## config.mk

```make
export PLATFORM = sky130hd
export DESIGN_NAME = vrp_link_receiver
export DESIGN_NICKNAME = d
export VERILOG_FILES = /design/src/rtl/vrp_link_pkg.sv /design/src/rtl/vrp_ring_mem.sv /design/src/rtl/vrp_link_receiver.sv
export SDC_FILE = /design/constraint.sdc
export NUM_CORES = 1
export LEC_CHECK = 0
export BUFFER_PORTS_ARGS = -buffer_cell sky130_fd_sc_hd__buf_2
export CAP_MARGIN = 10
export CORE_ASPECT_RATIO = 0.5
export CORE_UTILIZATION = 56
export DETAILED_ROUTE_END_ITERATION = 6
export GPL_TIMING_DRIVEN = 0
export PLACE_DENSITY = 0.79
export SKIP_CTS_REPAIR_TIMING = 1
export SLEW_MARGIN = 20
export SYNTH_ARGS = -nofsm -noshare
export SYNTH_HDL_FRONTEND = slang
export SYNTH_SLANG_ARGS = --single-unit
```

## constraint.sdc

```tcl
create_clock -name clk -period 6.97 [get_ports clk]
set_clock_uncertainty 0.2 [all_clocks]
set_input_delay 0.3485 -clock clk [delete_from_list [all_inputs] [get_ports clk]]
set_output_delay 0.3485 -clock clk [all_outputs]
set_load 0.01 [all_outputs]
```

## src/rtl/vrp_link_pkg.sv

```systemverilog
// vrp_link_pkg: shared constants, types and helpers for the valid-ready-prime link.
package vrp_link_pkg;

  localparam int VRP_WIDTH_DEFAULT = 32;
  localparam int VRP_SKID_DEFAULT  = 8;
  localparam int VRP_DEPTH_DEFAULT = 16;

  // Smallest buffer that can absorb a full skid plus the input register beat
  // and still leave one slot of headroom for ready to reassert.
  function automatic int vrp_min_depth(input int skid);
    return skid + 2;
  endfunction

  // One link beat at the default payload width: frame-end flag over payload.
  typedef struct packed {
    logic                         last;
    logic [VRP_WIDTH_DEFAULT-1:0] data;
  } vrp_beat_t;

endpackage

```

## src/rtl/vrp_ring_mem.sv

```systemverilog
// vrp_ring_mem: simple dual-port beat storage, synchronous write, asynchronous
// read so the head entry is visible in the same cycle (first-word fall-through).
module vrp_ring_mem #(
  parameter int  WIDTH = 33,
  parameter int  DEPTH = 16,
  localparam int AW    = $clog2(DEPTH)
) (
  input  logic             clk,
  input  logic             wr_en,
  input  logic [AW-1:0]    wr_addr,
  input  logic [WIDTH-1:0] wr_data,
  input  logic [AW-1:0]    rd_addr,
  output logic [WIDTH-1:0] rd_data
);

  logic [WIDTH-1:0] mem_q [DEPTH];

  // Store one beat per accepted write; contents need no reset.
  always_ff @(posedge clk) begin
    if (wr_en) begin
      mem_q[wr_addr] <= wr_data;
    end
  end

  assign rd_data = mem_q[rd_addr];

endmodule

```

## src/rtl/vrp_link_receiver.sv

```systemverilog
// vrp_link_receiver: receive end of a valid-ready-prime link.
// The remote beat is registered once, written into a ring buffer large enough
// to absorb the beats still in flight after link_ready falls, and presented
// locally as a first-word-fall-through valid/ready stream.
// Optional feature: define VRP_RX_ERR_COUNT_EN to add the err_count output
// (saturating count of dropped beats, cleared by clr_overflow).
module vrp_link_receiver
  import vrp_link_pkg::*;
#(
  parameter int WIDTH      = VRP_WIDTH_DEFAULT,
  parameter int DEPTH      = VRP_DEPTH_DEFAULT,
  parameter int SKID_SLOTS = VRP_SKID_DEFAULT
) (
  input  logic                   clk,
  input  logic                   reset,
  input  logic [WIDTH-1:0]       link_data,
  input  logic                   link_last,
  input  logic                   link_valid,
  output logic                   link_ready,
  output logic [WIDTH-1:0]       o_data,
  output logic                   o_last,
  output logic                   o_valid,
  input  logic                   i_ready,
  output logic [$clog2(DEPTH):0] occupancy,
`ifdef VRP_RX_ERR_COUNT_EN
  output logic [31:0]            err_count,
`endif
  output logic                   overflow,
  input  logic                   clr_overflow
);

  localparam int            AW         = $clog2(DEPTH);
  localparam int            CW         = AW + 1;
  localparam logic [CW-1:0] FULL_COUNT = CW'(DEPTH);
  localparam logic [CW-1:0] SKID_COUNT = CW'(SKID_SLOTS);

  logic             in_valid_q, in_valid_d;
  logic [WIDTH-1:0] in_data_q, in_data_d;
  logic             in_last_q, in_last_d;
  logic [AW-1:0]    wptr_q, wptr_d;
  logic [AW-1:0]    rptr_q, rptr_d;
  logic [CW-1:0]    count_q, count_d;
  logic             link_ready_q, link_ready_d;
  logic             overflow_q, overflow_d;
  logic             rd_en, wr_en, drop;
  logic [WIDTH:0]   rd_beat;

  // Buffer control: accept a registered beat unless full with no read, track
  // occupancy, and derive next ready from post-update free space.
  always_comb begin
    in_valid_d   = link_valid;
    in_data_d    = link_data;
    in_last_d    = link_last;
    rd_en        = (count_q != '0) && i_ready;
    wr_en        = in_valid_q && ((count_q != FULL_COUNT) || rd_en);
    drop         = in_valid_q && (count_q == FULL_COUNT) && !rd_en;
    wptr_d       = wptr_q + AW'(wr_en);
    rptr_d       = rptr_q + AW'(rd_en);
    count_d      = count_q;
    if (wr_en && !rd_en) begin
      count_d = count_q + CW'(1);
    end else if (rd_en && !wr_en) begin
      count_d = count_q - CW'(1);
    end
    link_ready_d = (FULL_COUNT - count_d) > SKID_COUNT;
    overflow_d   = overflow_q;
    if (drop) begin
      overflow_d = 1'b1;
    end else if (clr_overflow) begin
      overflow_d = 1'b0;
    end
  end

  // Control state with synchronous reset; in-flight and buffered beats are discarded.
  always_ff @(posedge clk) begin
    if (reset) begin
      in_valid_q   <= 1'b0;
      wptr_q       <= '0;
      rptr_q       <= '0;
      count_q      <= '0;
      link_ready_q <= 1'b0;
      overflow_q   <= 1'b0;
    end else begin
      in_valid_q   <= in_valid_d;
      wptr_q       <= wptr_d;
      rptr_q       <= rptr_d;
      count_q      <= count_d;
      link_ready_q <= link_ready_d;
      overflow_q   <= overflow_d;
    end
  end

  // Payload capture; meaningless unless in_valid_q is set, so no reset.
  always_ff @(posedge clk) begin
    in_data_q <= in_data_d;
    in_last_q <= in_last_d;
  end

  vrp_ring_mem #(
    .WIDTH (WIDTH + 1),
    .DEPTH (DEPTH)
  ) u_mem (
    .clk     (clk),
    .wr_en   (wr_en),
    .wr_addr (wptr_q),
    .wr_data ({in_last_q, in_data_q}),
    .rd_addr (rptr_q),
    .rd_data (rd_beat)
  );

`ifdef VRP_RX_ERR_COUNT_EN
  logic [31:0] err_count_q, err_count_d;

  // Dropped-beat counter: clear beats increment, saturates at all-ones.
  always_comb begin
    err_count_d = err_count_q;
    if (clr_overflow) begin
      err_count_d = '0;
    end else if (drop && (err_count_q != '1)) begin
      err_count_d = err_count_q + 32'd1;
    end
  end

  // Counter register, cleared by reset.
  always_ff @(posedge clk) begin
    if (reset) begin
      err_count_q <= '0;
    end else begin
      err_count_q <= err_count_d;
    end
  end

  assign err_count = err_count_q;
`endif

  assign link_ready = link_ready_q;
  assign o_valid    = (count_q != '0);
  assign o_data     = rd_beat[WIDTH-1:0];
  assign o_last     = rd_beat[WIDTH];
  assign occupancy  = count_q;
  assign overflow   = overflow_q;

endmodule

```

==> summary.md, run 1 <==
| Metric | Value |
|---|---|
| Nets | 1130 |
| CTS Buf Count | 48 |
| Reg2Reg Capture Point | u_mem.mem_q[0][6] |
| Leak Pwr | 7.986 nW |
| Slowest cell on crit path | buf_1 |
| Instance count of the mapped netlist | 884 |
| Crit path required time | 6.42 ns |
| IO Port Bufs | 78 |
| GRT Resource Usage Total | 0.2743 |
| FFs w/ async S/R, synth | 0 |
| Number of max-cap violations | 0 |
| RSZ-0062 raised after global routing | false |
| Post-route setup slack | 2.578 ns |
| Register Area | 16840 um^2 |
| Vias in the first global route | 10890 |
| CP peak stage delay | 0.85 ns |
| Largest net degree at the start of global routing | 20 |
| Clk sinks | 577 |
| CTS tree | yes |
| Min-Delay Path Class | input pin to flop |
| Worst Hold Depth | 4 |
| Final setup vio count | 0 |
| Area post-placement | 23080 um^2 |
| Register area share after synthesis | 0.7873 |
| Initial Utilization | 0.5707 |
| Row Count | 50 |
| Mux cell area share after synthesis | 0.1743 |
| Full die area | 39020 um^2 |
| Design Area, Final | 25160 um^2 |
| Crit Path Max Fanout | 10 |
| Vias per inst | 6.666 |
| Launching point of the worst reg2reg path | occupancy[0] |
| Simple-gate portion of the synthesized area | 0.01726 |
| Synth Area in Adders | 0.004096 |
| Buf+Inv Stages, Crit Path | 4 |
| Clock Tree Root | clkbuf_16 |
| Share of layout cells above drive strength 1 | 0.3467 |
| Yosys reg bits | 577 |
| Fin. max-slew vios | 0 |
| Area grow syn2layout | 17.64% |
| Die X | 278.4 um |
| Clock Latency Late Sink | 0.58 ns |
| Hold Fails Final Rpt | 0 |
| Pwr dens | 331.0 nW/um^2 |
| Mapped cell area | 21380 um^2 |
| Antenna Nets Post-Route | 0 |
| Syn avg cell area | 24.19 um^2 |
| Post-synth top flop | edfxtp_1 |
| Fin crit share | 0.6301 |
| Clock Pin Slew Worst Setup and Hold Paths | 0.07 ns |
| Setup crit end kind | output pin |
| Hold path startpoint | i_ready |
| Core Footprint | 37470 um^2 |
| First drt pass iteration count | 5 |
| GRT Residual Overflow | 0 |
| Delay-heaviest family, CP | buffers and inverters |
| GPL Wtd Cong | 0.7917 |
| CP cell instances | clkbuf_1 > clkbuf_1 > buf_1 > mux4_2 > mux4_2 > buf_2 |
| Status | completed |
| Filler cells | 2093 |
| DRC | 0 |
| Place WS | 3.146 ns |
| Min Hold Slack | 0.03239 ns |
| Multi-input gate area | 4459 um^2 |
| Vias | 10772 |
| R2R depth | 9 |
| Synth warn | 0 |
| H-tree level count | 2 |
| Tot Pwr | 8.326 mW |
| Initial antenna violation count | 0 |
| Final WL | 52.76 mm |
| Setup Crit Path Kind | flop to output pin |
| Startpoint class of the critical path | flop |
| Detail Placement HPWL | 29.07 mm |
| I/O Pins | 79 |
| Net count after synthesis | 929 |
| First-pass GRT wire length | 74.64 mm |
| Peak Freq | 0.2277 GHz |
| Initial DRC count | 1268 |
| Die height | 140.2 um |
| Synth cell types | 41 |
| Post-synth EDFFs | 528 |
| Dominant combinational cell family by area after synthesis | multiplexers |
| Worst vdd ir | 0.0001916 V |
| Reg2reg setup slack | 2.99 ns |
| Antenna diodes | 0 |
| Minimum clock period | 4.392 ns |
| Worst Hold End | overflow |
| Xor-xnor portion of the synthesized cell area | 0.002048 |
| Worst Max-Slew Pin Slew | 1.101 ns |
| Layout Utilization | 0.6713 |
| Compound-Gate Fraction of Synth Area | 0.005676 |
| WL per Instance | 32.65 um |
| Clock Path Buffers | 3 |
| Worst EP arrival | 3.84 ns |
| Max-slew headroom | 0.2658 |
[worst max-delay path by stage]
stage | depth (start not counted) | endpoint | startpoint | slack [ns]
6_report | 6 | o_data[30] | rptr_q[1] | 2.58
5_1_grt | 6 | o_data[30] | rptr_q[1] | 2.59
4_1_cts | 6 | o_data[30] | rptr_q[1] | 2.65
3_5_place_dp | 9 | u_mem.mem_q[0][14] | occupancy[0] | 3.15
3_3_place_gp | 7 | u_mem.mem_q[0][14] | occupancy[0] | -0.58
2_1_floorplan | 7 | u_mem.mem_q[0][0] | occupancy[0] | 2.24
[metrics by stage]
stage	setup TNS, ns	std cells
floorplan	0	884
CTS	0	1579
global placement	-43.14	1456
detailed placement	0	1492
finish	0	1616
global route	0	1616
[flip-flops by register name, summed over array words and instances, names as in the netlist]
name,flops
in_valid_q,1
in_data_q,32
in_last_q,1
overflow,1
occupancy,5
u_mem.mem_q,528
wptr_q,4
rptr_q,4
link_ready,1
[cell usage in the layout, fill, tap and decap left out, drive strengths merged, types with 2 or more instances in the layout]
cell / synthesis / final
dlygate4sd3: 0 / 37
inv: 5 / 6
nand2b: 4 / 4
xor2: 2 / 2
a21oi: 4 / 4
buf: 17 / 131
or3b: 2 / 2
edfxtp: 528 / 528
clkbuf: 27 / 91
nor2: 20 / 20
nor2b: 9 / 9
bufinv: 0 / 9
and3: 3 / 3
and2: 2 / 2
nand3b: 2 / 2
dfxtp: 49 / 49
and4: 2 / 2
mux4: 165 / 165
o21a: 2 / 2
nor3: 8 / 8
xnor2: 3 / 3
clkinv: 0 / 13
o211ai: 2 / 2
ha: 7 / 7
nand3: 4 / 4
nand4: 2 / 2
[power breakdown]
| group | switching [mW] | total (mW) | internal, mW |
|---|---|---|---|
| Combinational | 0.728 | 1.46 | 0.734 |
| Clock | 1.25 | 2.96 | 1.71 |
| Sequential | 0.0763 | 3.90 | 3.83 |
[worst register-to-register path, stage by stage, from the launching register on]
cell     delay (ns)
dfxtp_1        0.49
inv_1          0.15
ha_1           0.28
or3b_2         0.24
nor3b_1        0.05
nor2_1         0.30
or3b_2         0.62
nor3_2         0.73
buf_4          0.37
buf_4          0.25
[cells by family after synthesis]
| family | count (synthesis) |
|---|---|
| xor gates and xnor gates | 5 |
| DFF | 577 |
| adders and majority gates | 7 |
| muxes | 166 |
| AOI/OAI and AO/OA | 15 |
| buffers and inverters | 49 |
| and+or+nand+nor | 65 |
[cell type report]
type	count	share of cell area
repair buffers	151	0.05312
clock buffers	64	0.05416
multi-input cells	258	0.1773
flip-flops and latches	577	0.6693
plain buffers	44	0.007411
inverters	5	0.0007460
clock inverters	23	0.01348
well taps	494	0.02457
[routing by layer]
metal  global-route usage  up-vias  share of wire
met3              0.05088      119          0.091
met1               0.3595     5675           0.36
li1                     -     4175              -
met5                    0        -              0
met4              0.09218        0          0.032
met2               0.4708      803           0.51
[synth_stat cells (3+ instances only)]
master	number	area, um^2
nor3_1	8	40.04
mux4_2	165	3716
nor2b_1	9	56.30
nor2_1	20	75.07
edfxtp_1	528	15860
and3_1	3	18.77
nand3_1	4	20.02
clkbuf_1	27	101.4
inv_1	5	18.77
a21oi_1	4	20.02
xnor2_1	3	26.28
dfxtp_1	49	980.9
buf_2	9	45.04
ha_1	7	87.58
nand2b_1	4	25.02
buf_1	7	26.28
(Power assumes the default switching activity.)
==> run 2, diff against run 1 <==
Settings changed: ABC_AREA set to 1, PLACE_DENSITY 0.79 to 0.82.
Clock period 6.97 ns to 3.6 ns, I/O delays scaled along.
==> run 2 against run 1 <==
  * First-iteration DRC count grew 100%
  * Cell count is 44% higher
  * Utilization grew 0.49 points
  * Critical path type unchanged
  * Synthesized area rose by 6.7%
  * Critical endpoint is now o_data[6]
  * Combinational power grew 140%
  * Final area grew 6.2%
  * Global-route usage rose by 3.3 points
  * Die area is 6.6% higher
  * Total power up 100%
  * Routed wire length grew 25%
==> summary.md, run 2 <==
| Metric | Value |
|---|---|
| Status | completed |
| Initial Utilization | 0.5776 |
| Reg2reg setup slack | 0.49 ns |
| Yosys reg bits | 577 |
| Post-synth EDFFs | 528 |
| Compound-Gate Fraction of Synth Area | 0.1117 |
| Yosys top cell by area | edfxtp_1 |
| Clk sinks | 577 |
| Post-synth top flop | edfxtp_1 |
| Max reg flops | 528 |
| Slowest cell on crit path | clkbuf_1 |
| Synth area leaders | edfxtp_1, mux2i_1, o211ai_1 |
| Die height | 144.7 um |
| Share of layout cells above drive strength 1 | 0.1417 |
| Vias in the first global route | 14726 |
| Min-Delay Path Class | input pin to flop |
| GPL Wtd Cong | 0.8551 |
| CP cell instances | buf_2 > clkbuf_1 > clkbuf_1 > o211ai_1 > nand2_1 > buf_2 |
| Final WL | 65.72 mm |
| Leak Pwr | 9.145 nW |
| Clock Latency Late Sink | 0.59 ns |
| Crit path required time | 3.22 ns |
| Launching point of the worst reg2reg path | occupancy[0] |
| Placed cell count | 2201 |
| First-pass GRT wire length | 91.47 mm |
| Setup crit end kind | output pin |
| Commonest cells in the netlist | edfxtp_1, inv_1, o21ai_0 |
| Mapped cell area | 22810 um^2 |
| Area grow syn2layout | 17.08% |
| Setup Crit Path Kind | flop to output pin |
| Clock Pin Slew Worst Setup and Hold Paths | 0.08 ns |
| Detail Placement HPWL | 38.73 mm |
| R2R depth | 8 |
| Register area share after synthesis | 0.7380 |
| Initial DRC count | 2597 |
| Crit Path Max Fanout | 10 |
| Hold Fails Final Rpt | 0 |
| Antenna Nets Post-Route | 0 |
| Biggest register | u_mem.mem_q |
| Dominant combinational cell family by area after synthesis | compound AO/OA/AOI/OAI gates |
| Most frequent cells in the layout | edfxtp_1, inv_1, o21ai_0, a21oi_1 |
| GRT Residual Overflow | 0 |
| Synth warn | 0 |
| Filler cells | 2365 |
| GRT Resource Usage Total | 0.3077 |
| Register Area | 16840 um^2 |
| Pwr dens | 629.3 nW/um^2 |
| Reg2Reg Capture Point | u_mem.mem_q[14][27] |
| Number of max-cap violations | 0 |
| Initial antenna violation count | 1 |
| Max-slew headroom | 0.1778 |
| Multi-input gate area | 4810 um^2 |
| Tot Pwr | 16.81 mW |
| Simple-gate portion of the synthesized area | 0.03055 |
| Startpoint class of the critical path | flop |
| Worst setup path end | o_data[6] |
| Worst vdd ir | 0.0003773 V |
| IO Port Bufs | 78 |
| Full die area | 41600 um^2 |
| Core Footprint | 39500 um^2 |
| CP peak stage delay | 0.78 ns |
| Final Instance Count excl. Fillers | 2330 |
| CTS Buf Count | 48 |
| Synth cell types | 30 |
| Leading cell type in the layout, fill and taps excluded | edfxtp_1 |
| Place WS | 0.5636 ns |
| Xor-xnor portion of the synthesized cell area | 0.001536 |
| Fin crit share | 0.9356 |
| DRC | 0 |
| Largest net degree at the start of global routing | 20 |
| Minimum clock period | 3.368 ns |
| Share of the synthesized area in the top cell type | 0.6950 |
| Net count after synthesis | 1612 |
| CTS tree | yes |
| Cell with the most instances after synthesis | edfxtp_1 |
| Nets | 1805 |
| Post-route setup slack | 0.2319 ns |
| Die X | 287.4 um |
| Final setup vio count | 0 |
| Mux cell area share after synthesis | 0.05791 |
| FFs w/ async S/R, synth | 0 |
| WL per Instance | 28.20 um |
| Peak Freq | 0.2969 GHz |
| Vias | 15163 |
| Clock Tree Root | clkbuf_16 |
| CP startpoint | rptr_q[2] |
| RSZ-0062 raised after global routing | false |
| Antenna diodes | 0 |
| Worst EP arrival | 2.99 ns |
| Synth Area in Adders | 0.003839 |
| Clock Path Buffers | 3 |
| Row Count | 51 |
| Vias per inst | 6.508 |
| First drt pass iteration count | 6 |
| Syn avg cell area | 14.56 um^2 |
| I/O Pins | 79 |
| Worst Max-Slew Pin Slew | 1.233 ns |
| Instance count of the mapped netlist | 1567 |
| H-tree level count | 2 |
| Fin. max-slew vios | 0 |
-- run 2: layout make-up --
class	instances	share of cell area
Sequential cell	577	0.6303
Multi-Input combinational cell	737	0.1801
Inverter	156	0.02192
Clock inverter	25	0.01302
Tap cell	530	0.02483
Timing Repair Buffer	143	0.05241
Buffer	97	0.02632
Clock buffer	65	0.05115
-- run 2: critical path: cells and delay by family (launching register included) --
kind / cells / cell delay (ns)
flip-flops: 1 / 0.31
buffers and inverters: 4 / 1.64
AO/OA/AOI/OAI: 1 / 0.24
AND/OR/NAND/NOR: 1 / 0.20
-- run 2: how the worst min path moves through the flow --
stage	from	to	slack [ns]	cells past startpoint
6_report	link_data[0]	in_data_q[0]	0.03	2
2_1_floorplan	link_data[0]	in_data_q[0]	0.008	0
3_5_place_dp	link_data[21]	in_data_q[21]	0.08	1
4_1_cts	link_data[19]	in_data_q[19]	-0.51	1
5_1_grt	link_data[26]	in_data_q[26]	0.04	2
3_3_place_gp	link_data[16]	in_data_q[16]	0.08	1
-- run 2: logic make-up (layout without fill, tap and decap cells) --
kind of cell / Yosys count / after routing
compound gates: 442 / 442
flops: 577 / 577
buf+inv: 253 / 486
mux: 132 / 132
xor+xnor: 4 / 4
fa+ha+maj: 7 / 7
simple gates: 152 / 152
-- run 2: through the flow --
step / hold WS [ns] / setup TNS, ns / instance area [um^2] / util
3_5_place_dp: 0.08359 / 0 / 24610 / 0.6230
3_3_place_gp: 0.08194 / -732.32 / 23870 / 0.6043
6_report: 0.02900 / 0 / 26710 / 0.6763
4_1_cts: -0.5113 / 0 / 26320 / 0.6664
2_1_floorplan: 0.007717 / 0 / 22810 / -
5_1_grt: 0.03916 / 0 / 26710 / 0.6763
-- run 2: routing by layer --
metal | GRT usage | routed length, um | vias up
met5 | 0 | 13 | -
met4 | 0.1531 | 2971 | 2
met1 | 0.3897 | 22480 | 7275
met3 | 0.08652 | 9854 | 244
li1 | - | - | 6230
met2 | 0.4930 | 30390 | 1412
-- run 2: power by group --
group          internal [mW]  total, mW  leakage, nW  switching [mW]
registers               7.41       7.54         5.17           0.133
clock network           3.26       5.73        0.841            2.47
logic                   1.27       3.53         3.14            2.27
total                   11.9       16.8         9.14            4.87
